[config.mk]
export PLATFORM = sky130hd
export DESIGN_NAME = ase_svfifo
export DESIGN_NICKNAME = d
export VERILOG_FILES = /design/src/rtl/ase_svfifo_pkg.sv /design/src/rtl/ase_svfifo_ram.sv /design/src/rtl/ase_svfifo.sv
export SDC_FILE = /design/constraint.sdc
export NUM_CORES = 1
export LEC_CHECK = 0
export CAP_MARGIN = 15
export CORE_MARGIN = 1.5
export CORE_UTILIZATION = 29
export CTS_CLUSTER_DIAMETER = 60
export DETAILED_ROUTE_END_ITERATION = 7
export PLACE_DENSITY_LB_ADDON = 0.15
export SLEW_MARGIN = 20
export SYNTH_ARGS = -nofsm -noshare
export SYNTH_HDL_FRONTEND = slang
export SYNTH_SLANG_ARGS = --single-unit
[constraint.sdc]
create_clock -name clk -period 6.3 [get_ports clk]
set_clock_uncertainty 0.2 [all_clocks]
set_input_delay 0.63 -clock clk [delete_from_list [all_inputs] [get_ports clk]]
set_output_delay 0.63 -clock clk [all_outputs]
set_load 0.005 [all_outputs]
[src/rtl/ase_svfifo_pkg.sv]
`default_nettype none
// +----------------------------------------------------------------------------+
// | Module   : ase_svfifo_pkg                                                  |
// | Brief    : Shared default configuration values for the ase_svfifo family.  |
// | Revision : 1.0                                                             |
// +----------------------------------------------------------------------------+
package ase_svfifo_pkg;

    localparam int c_DEF_DATA_WIDTH     = 64;
    localparam int c_DEF_DEPTH_BASE2    = 4;
    localparam int c_DEF_ALMFULL_THRESH = 5;

endpackage : ase_svfifo_pkg
`default_nettype wire

[src/rtl/ase_svfifo_ram.sv]
`default_nettype none
// +----------------------------------------------------------------------------+
// | Module   : ase_svfifo_ram                                                  |
// | Brief    : Simple dual-port storage, one write port, one registered read.  |
// | Revision : 1.0                                                             |
// +----------------------------------------------------------------------------+
module ase_svfifo_ram
    import ase_svfifo_pkg::*;
#(
    parameter int DATA_WIDTH = c_DEF_DATA_WIDTH,
    parameter int ADDR_WIDTH = c_DEF_DEPTH_BASE2
) (
    input  logic                  clk,
    input  logic                  rst,
    input  logic                  i_wr_en,
    input  logic [ADDR_WIDTH-1:0] i_wr_addr,
    input  logic [DATA_WIDTH-1:0] i_wr_data,
    input  logic                  i_rd_en,
    input  logic [ADDR_WIDTH-1:0] i_rd_addr,
    output logic [DATA_WIDTH-1:0] o_rd_data
);

    logic [DATA_WIDTH-1:0] r_mem [2**ADDR_WIDTH];
    logic [DATA_WIDTH-1:0] r_rd_data;

    always_ff @(posedge clk) begin
        if (i_wr_en) begin
            r_mem[i_wr_addr] <= i_wr_data;
        end
    end

    // Only the read register is reset; the array itself is never cleared.
    always_ff @(posedge clk or posedge rst) begin
        if (rst) begin
            r_rd_data <= '0;
        end else if (i_rd_en) begin
            r_rd_data <= r_mem[i_rd_addr];
        end
    end

    assign o_rd_data = r_rd_data;

endmodule : ase_svfifo_ram
`default_nettype wire

[src/rtl/ase_svfifo.sv]
`default_nettype none
// +----------------------------------------------------------------------------+
// | Module   : ase_svfifo                                                      |
// | Brief    : Synchronous FIFO with count, almost-full and error pulses.      |
// |            Define ASE_SVFIFO_ERRCHK_EN to enable overflow/underflow.       |
// | Revision : 1.0                                                             |
// +----------------------------------------------------------------------------+
module ase_svfifo
    import ase_svfifo_pkg::*;
#(
    parameter int DATA_WIDTH     = c_DEF_DATA_WIDTH,
    parameter int DEPTH_BASE2    = c_DEF_DEPTH_BASE2,
    parameter int ALMFULL_THRESH = c_DEF_ALMFULL_THRESH
) (
    input  logic                   clk,
    input  logic                   rst,
    input  logic                   wr_en,
    input  logic [DATA_WIDTH-1:0]  data_in,
    input  logic                   rd_en,
    output logic [DATA_WIDTH-1:0]  data_out,
    output logic                   data_out_v,
    output logic                   alm_full,
    output logic                   full,
    output logic                   empty,
    output logic [DEPTH_BASE2:0]   count,
    output logic                   overflow,
    output logic                   underflow
);

    localparam int                     c_DEPTH    = 2**DEPTH_BASE2;
    localparam logic [DEPTH_BASE2:0]   c_CNT_FULL = (DEPTH_BASE2+1)'(c_DEPTH);
    localparam logic [DEPTH_BASE2:0]   c_CNT_ALM  = (DEPTH_BASE2+1)'(c_DEPTH - ALMFULL_THRESH);
    localparam logic [DEPTH_BASE2:0]   c_CNT_ONE  = (DEPTH_BASE2+1)'(1);
    localparam logic [DEPTH_BASE2-1:0] c_PTR_ONE  = DEPTH_BASE2'(1);

    logic [DEPTH_BASE2-1:0] r_wr_ptr;
    logic [DEPTH_BASE2-1:0] r_rd_ptr;
    logic [DEPTH_BASE2:0]   r_count;
    logic                   r_data_out_v;
    logic                   w_wr_acc;
    logic                   w_rd_acc;

    // Acceptance uses only registered flags, so a write into an empty FIFO
    // and a read from a full one never touch the same address in one cycle.
    assign w_wr_acc = wr_en && !full;
    assign w_rd_acc = rd_en && !empty;

    always_ff @(posedge clk or posedge rst) begin
        if (rst) begin
            r_wr_ptr     <= '0;
            r_rd_ptr     <= '0;
            r_count      <= '0;
            r_data_out_v <= 1'b0;
        end else begin
            r_data_out_v <= w_rd_acc;
            if (w_wr_acc) begin
                r_wr_ptr <= r_wr_ptr + c_PTR_ONE;
            end
            if (w_rd_acc) begin
                r_rd_ptr <= r_rd_ptr + c_PTR_ONE;
            end
            if (w_wr_acc && !w_rd_acc) begin
                r_count <= r_count + c_CNT_ONE;
            end else if (w_rd_acc && !w_wr_acc) begin
                r_count <= r_count - c_CNT_ONE;
            end
        end
    end

    ase_svfifo_ram #(
        .DATA_WIDTH (DATA_WIDTH),
        .ADDR_WIDTH (DEPTH_BASE2)
    ) u_ram (
        .clk       (clk),
        .rst       (rst),
        .i_wr_en   (w_wr_acc),
        .i_wr_addr (r_wr_ptr),
        .i_wr_data (data_in),
        .i_rd_en   (w_rd_acc),
        .i_rd_addr (r_rd_ptr),
        .o_rd_data (data_out)
    );

    assign data_out_v = r_data_out_v;
    assign count      = r_count;
    assign empty      = (r_count == '0);
    assign full       = (r_count == c_CNT_FULL);
    assign alm_full   = (r_count >= c_CNT_ALM);

`ifdef ASE_SVFIFO_ERRCHK_EN
    logic r_overflow;
    logic r_underflow;

    always_ff @(posedge clk or posedge rst) begin
        if (rst) begin
            r_overflow  <= 1'b0;
            r_underflow <= 1'b0;
        end else begin
            r_overflow  <= wr_en && full;
            r_underflow <= rd_en && empty;
        end
    end

    always_ff @(posedge clk) begin
        if (!rst && wr_en && full) begin
            $error("%m: write dropped, FIFO full");
        end
        if (!rst && rd_en && empty) begin
            $error("%m: read dropped, FIFO empty");
        end
    end

    assign overflow  = r_overflow;
    assign underflow = r_underflow;
`else
    assign overflow  = 1'b0;
    assign underflow = 1'b0;
`endif

endmodule : ase_svfifo
`default_nettype wire

==> results.toml <==
[finish]
register_area_um2 = 32710
layout_common_cells = "1024 x edfxtp_1, 256 x mux4_2, 140 x clkdlybuf4s50_1"
drive_gt1_frac = 0.2858
fill_cells = 13030
multi_input_area_um2 = 8362
final_area_um2 = 49430
utilization = 0.3487
final_common_cell = "edfxtp_1"
fin_nets = 2086
area_growth_pct = 19.03

[setup_path]
critical_path_required_ps = 5470
reg2reg_depth = 6
cp.arrival_ps = 2480
cp_max_fo = 7
startpoint_type = "flip-flop"
worstSetupPathType = "flip-flop to primary output"
slowest_stage = "or4_4"
crit_path_max_incr_delay_ps = 620
end_kind = "primary output"
crit_chain = "or4_4 -> nor2_1 -> clkdlybuf4s50_1"

[logic_synthesis]
syn_area_per_cell_um2 = 23.04
synth_edf_count = 1024
synth_compound_area_frac = 0.03109
yosys_register_bits = 1102
netlist_instances = 1802
synth-main-ff-cell = "edfxtp_1"
synth_top_family_by_area = "multiplexers"
synthDistinctLibCells = 35
yosysWarnings = 0
synthAdderAreaFrac = 0.003194
syn_area_um2 = 41530
synth-async-reset-ratio = 0.07078
synth-simple-area-share = 0.004700
muxShareOfSynthArea = 0.1567
synth_xor_area_frac = 0.002109
yosysSeqAreaShare = 0.7875

[cts]
htreeDepth = 3
cts.clk_slew.worst_paths_ps = 60
clock_sinks = 1102
cts_root_buf = "clkbuf_16"
clockBufferDepth = 3
clock_latency_ps = 750
cts-buffers-inserted = 121
cts_tree = "built"

[floorplan]
initial_core_util = 0.2929
die_y_um = 381.4
row_count = 138
die-area_um2 = 145500
die_w_um = 381.4
io_pins = 143
fp.coreArea_um2 = 141800

[timing]
setup_tns_ps = 0
hold_violations = 0
min_period_ps = 3307
finalSetupViolCount = 0
tightest_slew_ps = 1059
rsz0062_at_grt = "false"
finalMaxSlewViolations = 0
fin_crit_sh = 0.5248
max_freq_mhz = 302.4
maxSlewHeadroom = 0.2926

[placed_design]
io_buffers = 140
postPlaceCellArea_um2 = 45310
gp_congestion = 0.7308
dp_hpwl_um = 57770

[global_routing]
grt.overflow.total = 0
grt_pass1_vias = 20720
antenna_found_initial = 3
grt_usage = 0.1443
grt_pass1_wl_um = 150900
grt_start_max_net_pins = 135

[route]
wl_per_cell_um = 26.04
drc = 0
postRouteAntennaNets = 0
first_iter_violations = 1476
drt_wl_total_um = 104400
num_vias = 19040
vias_per_cell = 4.749
dr.pass1.iters = 5

[pwr]
p_leak_uw = 0.01536
peakVddDrop_uv = 405.1
cellPowerDensity_nw_per_um2 = 457.6

[hold_path]
hp-class = "flip-flop to flip-flop"
min_path_cells = 2

[job]
drv_cap = 0

[run_status]
outcome = "finished clean"
==> area by class of cell <==
| cell class | instances | area share |
|---|---|---|
| sequential | 1102 | 0.6618 |
| multi-input combinational | 590 | 0.1692 |
| clock buffer | 161 | 0.06840 |
| tap | 1890 | 0.04784 |
| timing repair buffer | 188 | 0.03746 |
| clock inverter | 71 | 0.01466 |
| inverter | 5 | 0.0005316 |
| antenna | 2 | 0.0001013 |
==> final timing paths <==
check	start	end	slack [ps]
worst min register to register	u_ram.o_rd_data[16]$_DFFE_PP0P_	u_ram.o_rd_data[16]$_DFFE_PP0P_	390
worst min-delay path	u_ram.o_rd_data[16]$_DFFE_PP0P_	u_ram.o_rd_data[16]$_DFFE_PP0P_	390
worst max register to register	count[0]$_DFFE_PP0P_	u_ram.r_mem[8][37]$_DFFE_PP_	3040
min in group asynchronous	rst	u_ram.o_rd_data[39]$_DFFE_PP0P_	600
max in group asynchronous	rst	u_ram.o_rd_data[9]$_DFFE_PP0P_	4290
worst max-delay path	count[0]$_DFFE_PP0P_	empty	2990
==> stage by stage <==
stage	hold WS, ps	setup slack (ps)	cells	total power [uW]
final	389.9	2994	4009	22620
after CTS	400.9	2899	4007	23060
after global placement	373.8	2552	3774	15760
after detailed placement	373.9	2494	3774	15800
after global routing	419.4	2877	4007	23650
after floorplan	342.6	1591	1803	13400
==> sequential cells by signal (all words and copies together) (netlist names) <==
name             count
data_out_v           1
r_rd_ptr             4
u_ram.r_mem       1024
r_wr_ptr             4
count                5
u_ram.o_rd_data     64
==> synth_stat cells (7+ instances only) <==
master | n | area share
buf_4 | 20 | 0.0036
a21oi_1 | 59 | 0.0071
edfxtp_1 | 1024 | 0.74
buf_6 | 10 | 0.0027
nand2_1 | 12 | 0.0011
mux4_2 | 256 | 0.14
o22ai_2 | 7 | 0.0021
mux2_2 | 65 | 0.018
ha_1 | 9 | 0.0027
buf_1 | 11 | 0.00099
a21oi_2 | 7 | 0.0015
buf_2 | 32 | 0.0039
xnor2_1 | 9 | 0.0019
dfrtp_1 | 78 | 0.047
o22ai_1 | 121 | 0.018
clkbuf_1 | 33 | 0.0030
nor2_1 | 15 | 0.0014
==> power by group <==
group          switching, uW  total (uW)  internal [uW]
clock network           2960        7160           4200
registers                540        9490           8950
logic                   3150        5970           2820
==> worst max-delay path: cells and delay by family, from the launching register on <==
| kind | cells | cell delay [ps] |
|---|---|---|
| and+or+nand+nor | 2 | 750 |
| buffers and inverters | 1 | 520 |
| DFF | 1 | 470 |
==> cells by family after synthesis <==
family,count (synthesis)
DFF,1102
buffers and inverters,111
muxes,322
AOI/OAI and AO/OA,204
xor gates and xnor gates,10
other,1
and+or+nand+nor,42
adders and majority gates,10
==> metal layers <==
layer / part of all wire / track usage / routed length, um
met2: 0.48 / 0.2370 / 50580
met5: 0.000096 / 0 / 10
met3: 0.039 / 0.02359 / 4106
met4: 0.021 / 0.04132 / 2164
met1: 0.46 / 0.1974 / 47520
==> repair_timing <==
item	CTS	global route
resized for setup	0	0
setup buffers	0	0
hold buffers	1	0
endpoints found under the hold margin	4	0
Power figures use the tool's default switching activity.
